--- src/rtl/fc_argmax.sv ---
// Argmax back end for the fully connected layer: buffers one score vector,
// scans it one class per cycle and returns the winning index/score over valid/ready.
module fc_argmax #(
  parameter int CLASS_NUM = 30,
  parameter int D_WL      = 16,
  parameter int IDX_WL    = 5
) (
  input  logic                      clk,
  input  logic                      rst,
  input  logic                      in_valid,
  input  logic [CLASS_NUM*D_WL-1:0] f_o,
  output logic                      in_ready,
  output logic                      o_valid,
  input  logic                      o_ready,
  output logic [IDX_WL-1:0]         o_class,
  output logic [D_WL-1:0]           o_score
);

  typedef enum logic [1:0] {IDLE, SCAN, DONE} state_t;

  state_t                 state;
  logic signed [D_WL-1:0] f_cls   [CLASS_NUM];
  logic signed [D_WL-1:0] vec_buf [CLASS_NUM];
  logic signed [D_WL-1:0] best_score;
  logic [IDX_WL-1:0]      best_idx;
  logic [IDX_WL-1:0]      cnt;
  logic signed [D_WL-1:0] cur;
  logic                   cur_gt;
  logic                   last;

  // Class 0 lives in the most significant slice of f_o.
  for (genvar gk = 0; gk < CLASS_NUM; gk++) begin : g_unpack
    assign f_cls[gk] = f_o[(CLASS_NUM-gk)*D_WL-1 -: D_WL];
  end

  always_ff @(posedge clk) begin
    if (state == IDLE && in_valid) vec_buf <= f_cls;
  end

  always_comb begin
    cur    = vec_buf[cnt];
    cur_gt = cur > best_score;
    last   = (cnt == IDX_WL'(CLASS_NUM - 1));
  end

  always_ff @(posedge clk or posedge rst) begin
    if (rst) begin
      state      <= IDLE;
      in_ready   <= 1'b1;
      o_valid    <= 1'b0;
      o_class    <= '0;
      o_score    <= '0;
      cnt        <= '0;
      best_score <= '0;
      best_idx   <= '0;
    end else begin
      case (state)
        IDLE: begin
          if (in_valid) begin
            best_score <= f_cls[0];
            best_idx   <= '0;
            in_ready   <= 1'b0;
            if (CLASS_NUM == 1) begin
              cnt     <= '0;
              o_valid <= 1'b1;
              o_class <= '0;
              o_score <= f_cls[0];
              state   <= DONE;
            end else begin
              cnt   <= IDX_WL'(1);
              state <= SCAN;
            end
          end
        end
        SCAN: begin
          // Strictly greater keeps the lowest index on ties.
          if (cur_gt) begin
            best_score <= cur;
            best_idx   <= cnt;
          end
          if (last) begin
            o_valid <= 1'b1;
            o_class <= cur_gt ? cnt : best_idx;
            o_score <= cur_gt ? cur : best_score;
            state   <= DONE;
          end else begin
            cnt <= cnt + IDX_WL'(1);
          end
        end
        DONE: begin
          if (o_ready) begin
            o_valid  <= 1'b0;
            in_ready <= 1'b1;
            state    <= IDLE;
          end
        end
        default: state <= IDLE;
      endcase
    end
  end

endmodule

--- config.mk ---
export PLATFORM = sky130hd
export DESIGN_NAME = fc_argmax
export DESIGN_NICKNAME = d
export VERILOG_FILES = /design/src/rtl/fc_argmax.sv
export SDC_FILE = /design/constraint.sdc
export NUM_CORES = 1
export LEC_CHECK = 0
export CORE_AREA = 2 2 269 271
export CTS_CLUSTER_DIAMETER = 120
export DETAILED_ROUTE_END_ITERATION = 7
export DIE_AREA = 0 0 271 273
export SLEW_MARGIN = 15
export SYNTH_ARGS = -nofsm -noshare
export SYNTH_HDL_FRONTEND = slang
export SYNTH_SLANG_ARGS = --single-unit
export TNS_END_PERCENT = 50
--- constraint.sdc ---
create_clock -name clk -period 16.1 [get_ports clk]
set_clock_uncertainty 0.15 [all_clocks]
set_input_delay 3.22 -clock clk [delete_from_list [all_inputs] [get_ports clk]]
set_output_delay 3.22 -clock clk [all_outputs]
set_load 0.02 [all_outputs]
==> load_flow_metrics.sql <==
INSERT INTO impl_metrics (metric_group, metric, value, unit) VALUES
('layout', 'finalNonFillerCells', '2637', ''),
('sta', 'timing.fmax', '0.136', 'GHz'),
('status', 'run_status', 'complete, no violations', ''),
('global_route', 'grt_usage', '16.9', '%'),
('clock_network', 'tritoncts_num_sinks', '531', ''),
('sta', 'unrepaired_setup_endpoints_after_global_routing', 'false', ''),
('global_route', 'grt_pass1_wl', '90200', 'um'),
('floorplanning', 'floorplan.initialDensity', '29.9', '%'),
('min_path', 'hold_path_end', 'o_score[8]$_DFFE_PP0P_', ''),
('place', 'dp_slack', '8.12', 'ns'),
('setup_path', 'timing.critical_path.fanout_max', '87', ''),
('setup_path', 'capturing_point_of_the_worst_reg2reg_path', 'best_idx[0]$_DFFE_PP0P_', ''),
('global_route', 'grt_ovf', '0', ''),
('layout', 'multi_input_comb_area', '5040', 'sq um'),
('synth', 'syn_avg_cell_area', '19.0', 'sq um'),
('floorplanning', 'floorplan.die.height', '273', 'um'),
('synth', 'seq_area_frac_synth', '74.0', '%'),
('setup_path', 'crit_path_start', 'in_valid', ''),
('synth', 'ys_dominant_reg_cell', 'sky130_fd_sc_hd__edfxtp_1', ''),
('setup_path', 'critPathArrivalTime', '7.44', 'ns'),
('routing', 'post_drt_via_cell_ratio', '4.78', ''),
('layout', 'finish.utilization', '40.8', '%'),
('setup_path', 'worstRegToRegCells', '13', ''),
('synth', 'yosysTopAreaCell', 'sky130_fd_sc_hd__edfxtp_1', ''),
('routing', 'wl_per_cell', '24.6', 'um'),
('power', 'worst_ir_drop_vdd', '140', 'uV'),
('setup_path', 'worst-setup-path-type', 'in2reg', ''),
('synth', 'cell_area_synth', '21200', 'sq um'),
('synth', 'yosys.cell_types.count', '48', ''),
('synth', 'yosysWarningCount', '0', ''),
('floorplanning', 'ios', '507', ''),
('sta', 'setup-violations-final', '0', ''),
('sta', 'tightestPinTransition', '1.22', 'ns'),
('floorplanning', 'floorplan.die.width', '271', 'um'),
('synth', 'synth.area.top_cells', 'sky130_fd_sc_hd__edfxtp_1 68%, sky130_fd_sc_hd__mux4_2 10%, sky130_fd_sc_hd__dfrtp_1 5.9%', ''),
('flow_run', 'maxCapViolCount', '0', ''),
('clock_network', 'insertion_delay', '0.60', 'ns'),
('clock_network', 'post-cts-setup-buffer-count', '0', ''),
('floorplanning', 'core.rowCount', '98', ''),
('routing', 'detailedRoute.firstIterationViolations', '1018', ''),
('layout', 'nNetsFinal', '2129', ''),
('synth', 'syn_nets', '1620', ''),
('layout', 'areaGrowthSynthToFinish', '36.7', '%'),
('synth', 'asyncSetResetFlopFracSynth', '9.60', '%'),
('clock_network', 'clk_pin_slew_worst_paths', '0.06', 'ns'),
('setup_path', 'setup.worst_path.end_class', 'flip-flop', ''),
('layout', 'final_layout_size_suffix_gt1_share', '14.2', '%'),
('synth', 'yosys_register_bits', '531', ''),
('synth', 'post_synth_inst_count', '1118', ''),
('layout', 'final.fill_count', '6382', ''),
('place', 'dp_hpwl', '47500', 'um'),
('place', 'place_inst', '2520', ''),
('global_route', 'first_global_vias', '13400', ''),
('clock_network', 'total_cts_buffers', '55', ''),
('setup_path', 'timing.critical_path.required', '16.17', 'ns'),
('sta', 'setup-tns-final', '0', 'ns'),
('min_path', 'min_from', 'o_score[8]$_DFFE_PP0P_', ''),
('clock_network', 'clk_buf_depth', '3', ''),
('power', 'power_density', '177', 'nW/um^2'),
('sta', 'period_utilization_post_route', '45.8', '%'),
('sta', 'finalWorstSetupSlack', '8.73', 'ns'),
('setup_path', 'reg2reg_from', 'cnt[1]$_DFFE_PP0P_', ''),
('sta', 'timing.final.hold_violations', '0', ''),
('min_path', 'min_path_type', 'reg2reg', ''),
('synth', 'synthTopCellsByCount', '480 x sky130_fd_sc_hd__edfxtp_1, 96 x sky130_fd_sc_hd__mux4_2, 51 x sky130_fd_sc_hd__a21oi_1, 50 x sky130_fd_sc_hd__dfrtp_1, 38 x sky130_fd_sc_hd__nor2_1', ''),
('routing', 'number_of_remaining_drc_errors', '0', ''),
('sta', 'layout_min_cycle_time', '7.37', 'ns'),
('clock_network', 'cts_hold_repair.buffers', '0', ''),
('place', 'placement.io_buffers', '506', ''),
('setup_path', 'cp-start-kind', 'input port', ''),
('floorplanning', 'die-area', '74000', 'sq um');
==> registers in the layout, indices dropped and copies added, names as in the netlist <==
signal      flops
best_idx        5
vec_buf       480
o_valid         1
in_ready        1
state           2
cnt             5
best_score     16
o_class         5
o_score        16
==> stage by stage <==
step / hold slack (ns) / total power [mW] / instance area (sq um)
2_1_floorplan: 0.316 / 3.31 / 21200
3_3_place_gp: 0.368 / 3.87 / 27200
3_5_place_dp: 0.363 / 3.91 / 27200
4_1_cts: 0.378 / 5.17 / 28900
5_1_grt: 0.412 / 5.39 / 29000
6_report: 0.379 / 5.12 / 29000
==> worst max-delay path: stages <==
cell                              delay (ns)
sky130_fd_sc_hd__clkdlybuf4s50_1        0.99
sky130_fd_sc_hd__nand2_1                0.25
sky130_fd_sc_hd__nor2_4                 0.16
sky130_fd_sc_hd__buf_4                  0.73
sky130_fd_sc_hd__buf_4                  0.94
sky130_fd_sc_hd__buf_4                  0.96
==> final cells by class <==
class,count,share of cell area (%)
timing repair buffer,520,17.9
antenna,14,0.121
inverter,20,0.263
clock buffer,63,4.85
clock inverter,40,1.20
tap,950,4.10
multi-input combinational,499,17.4
sequential,531,54.2
==> how the worst max path moves through the flow <==
| stage | endpoint | cells after the start |
|---|---|---|
| 2_1_floorplan | best_score[15]$_DFFE_PP0P_ | 5 |
| 3_3_place_gp | vec_buf[159]$_DFFE_PP_ | 6 |
| 3_5_place_dp | vec_buf[243]$_DFFE_PP_ | 6 |
| 4_1_cts | vec_buf[157]$_DFFE_PP_ | 6 |
| 5_1_grt | vec_buf[373]$_DFFE_PP_ | 6 |
| 6_report | vec_buf[104]$_DFFE_PP_ | 6 |
==> cell usage in the layout (no fill, tap or decap), types with 19 or more instances in the layout <==
master	instances
sky130_fd_sc_hd__nand2_1	19
sky130_fd_sc_hd__mux2_2	22
sky130_fd_sc_hd__a31oi_1	28
sky130_fd_sc_hd__clkbuf_16	55
sky130_fd_sc_hd__edfxtp_1	480
sky130_fd_sc_hd__mux2i_1	26
sky130_fd_sc_hd__a211oi_1	20
sky130_fd_sc_hd__a21oi_1	51
sky130_fd_sc_hd__mux4_2	96
sky130_fd_sc_hd__dfrtp_1	47
sky130_fd_sc_hd__a22oi_1	33
sky130_fd_sc_hd__a22o_1	21
sky130_fd_sc_hd__o21ai_0	34
sky130_fd_sc_hd__nand2b_1	19
sky130_fd_sc_hd__nor2_1	36
sky130_fd_sc_hd__clkdlybuf4s50_1	506
==> routing by layer <==
layer  vias to the layer above  track usage [%]  routed length, um
met4                         4             6.79               1830
met1                      6421             20.8              25900
met5                         -                0                 26
li1                       5635                -                  -
met3                        85             2.98               3350
met2                       456             29.6              33800
==> report_power, final <==
group | leakage, nW | internal, mW | switching [mW] | total [mW]
clock network | 0.850 | 0.708 | 0.535 | 1.24
logic | 3.77 | 0.801 | 1.15 | 1.95
registers | 5.01 | 1.76 | 0.158 | 1.92
total | 9.63 | 3.27 | 1.84 | 5.12
==> cell families (layout without fill, tap and decap cells) <==
group | count (synthesis) | after routing | synth area share, %
flip-flops | 531 | 531 | 74.0
AO/OA/AOI/OAI | 236 | 236 | 7.54
buffers and inverters | 88 | 643 | 2.36
AND/OR/NAND/NOR | 98 | 98 | 2.29
other | 0 | 14 | 0
adder cells (fa/ha/maj) | 18 | 18 | 1.06
XOR/XNOR | 3 | 3 | 0.124
multiplexers | 144 | 144 | 12.6
Power figures use the tool's default switching activity.
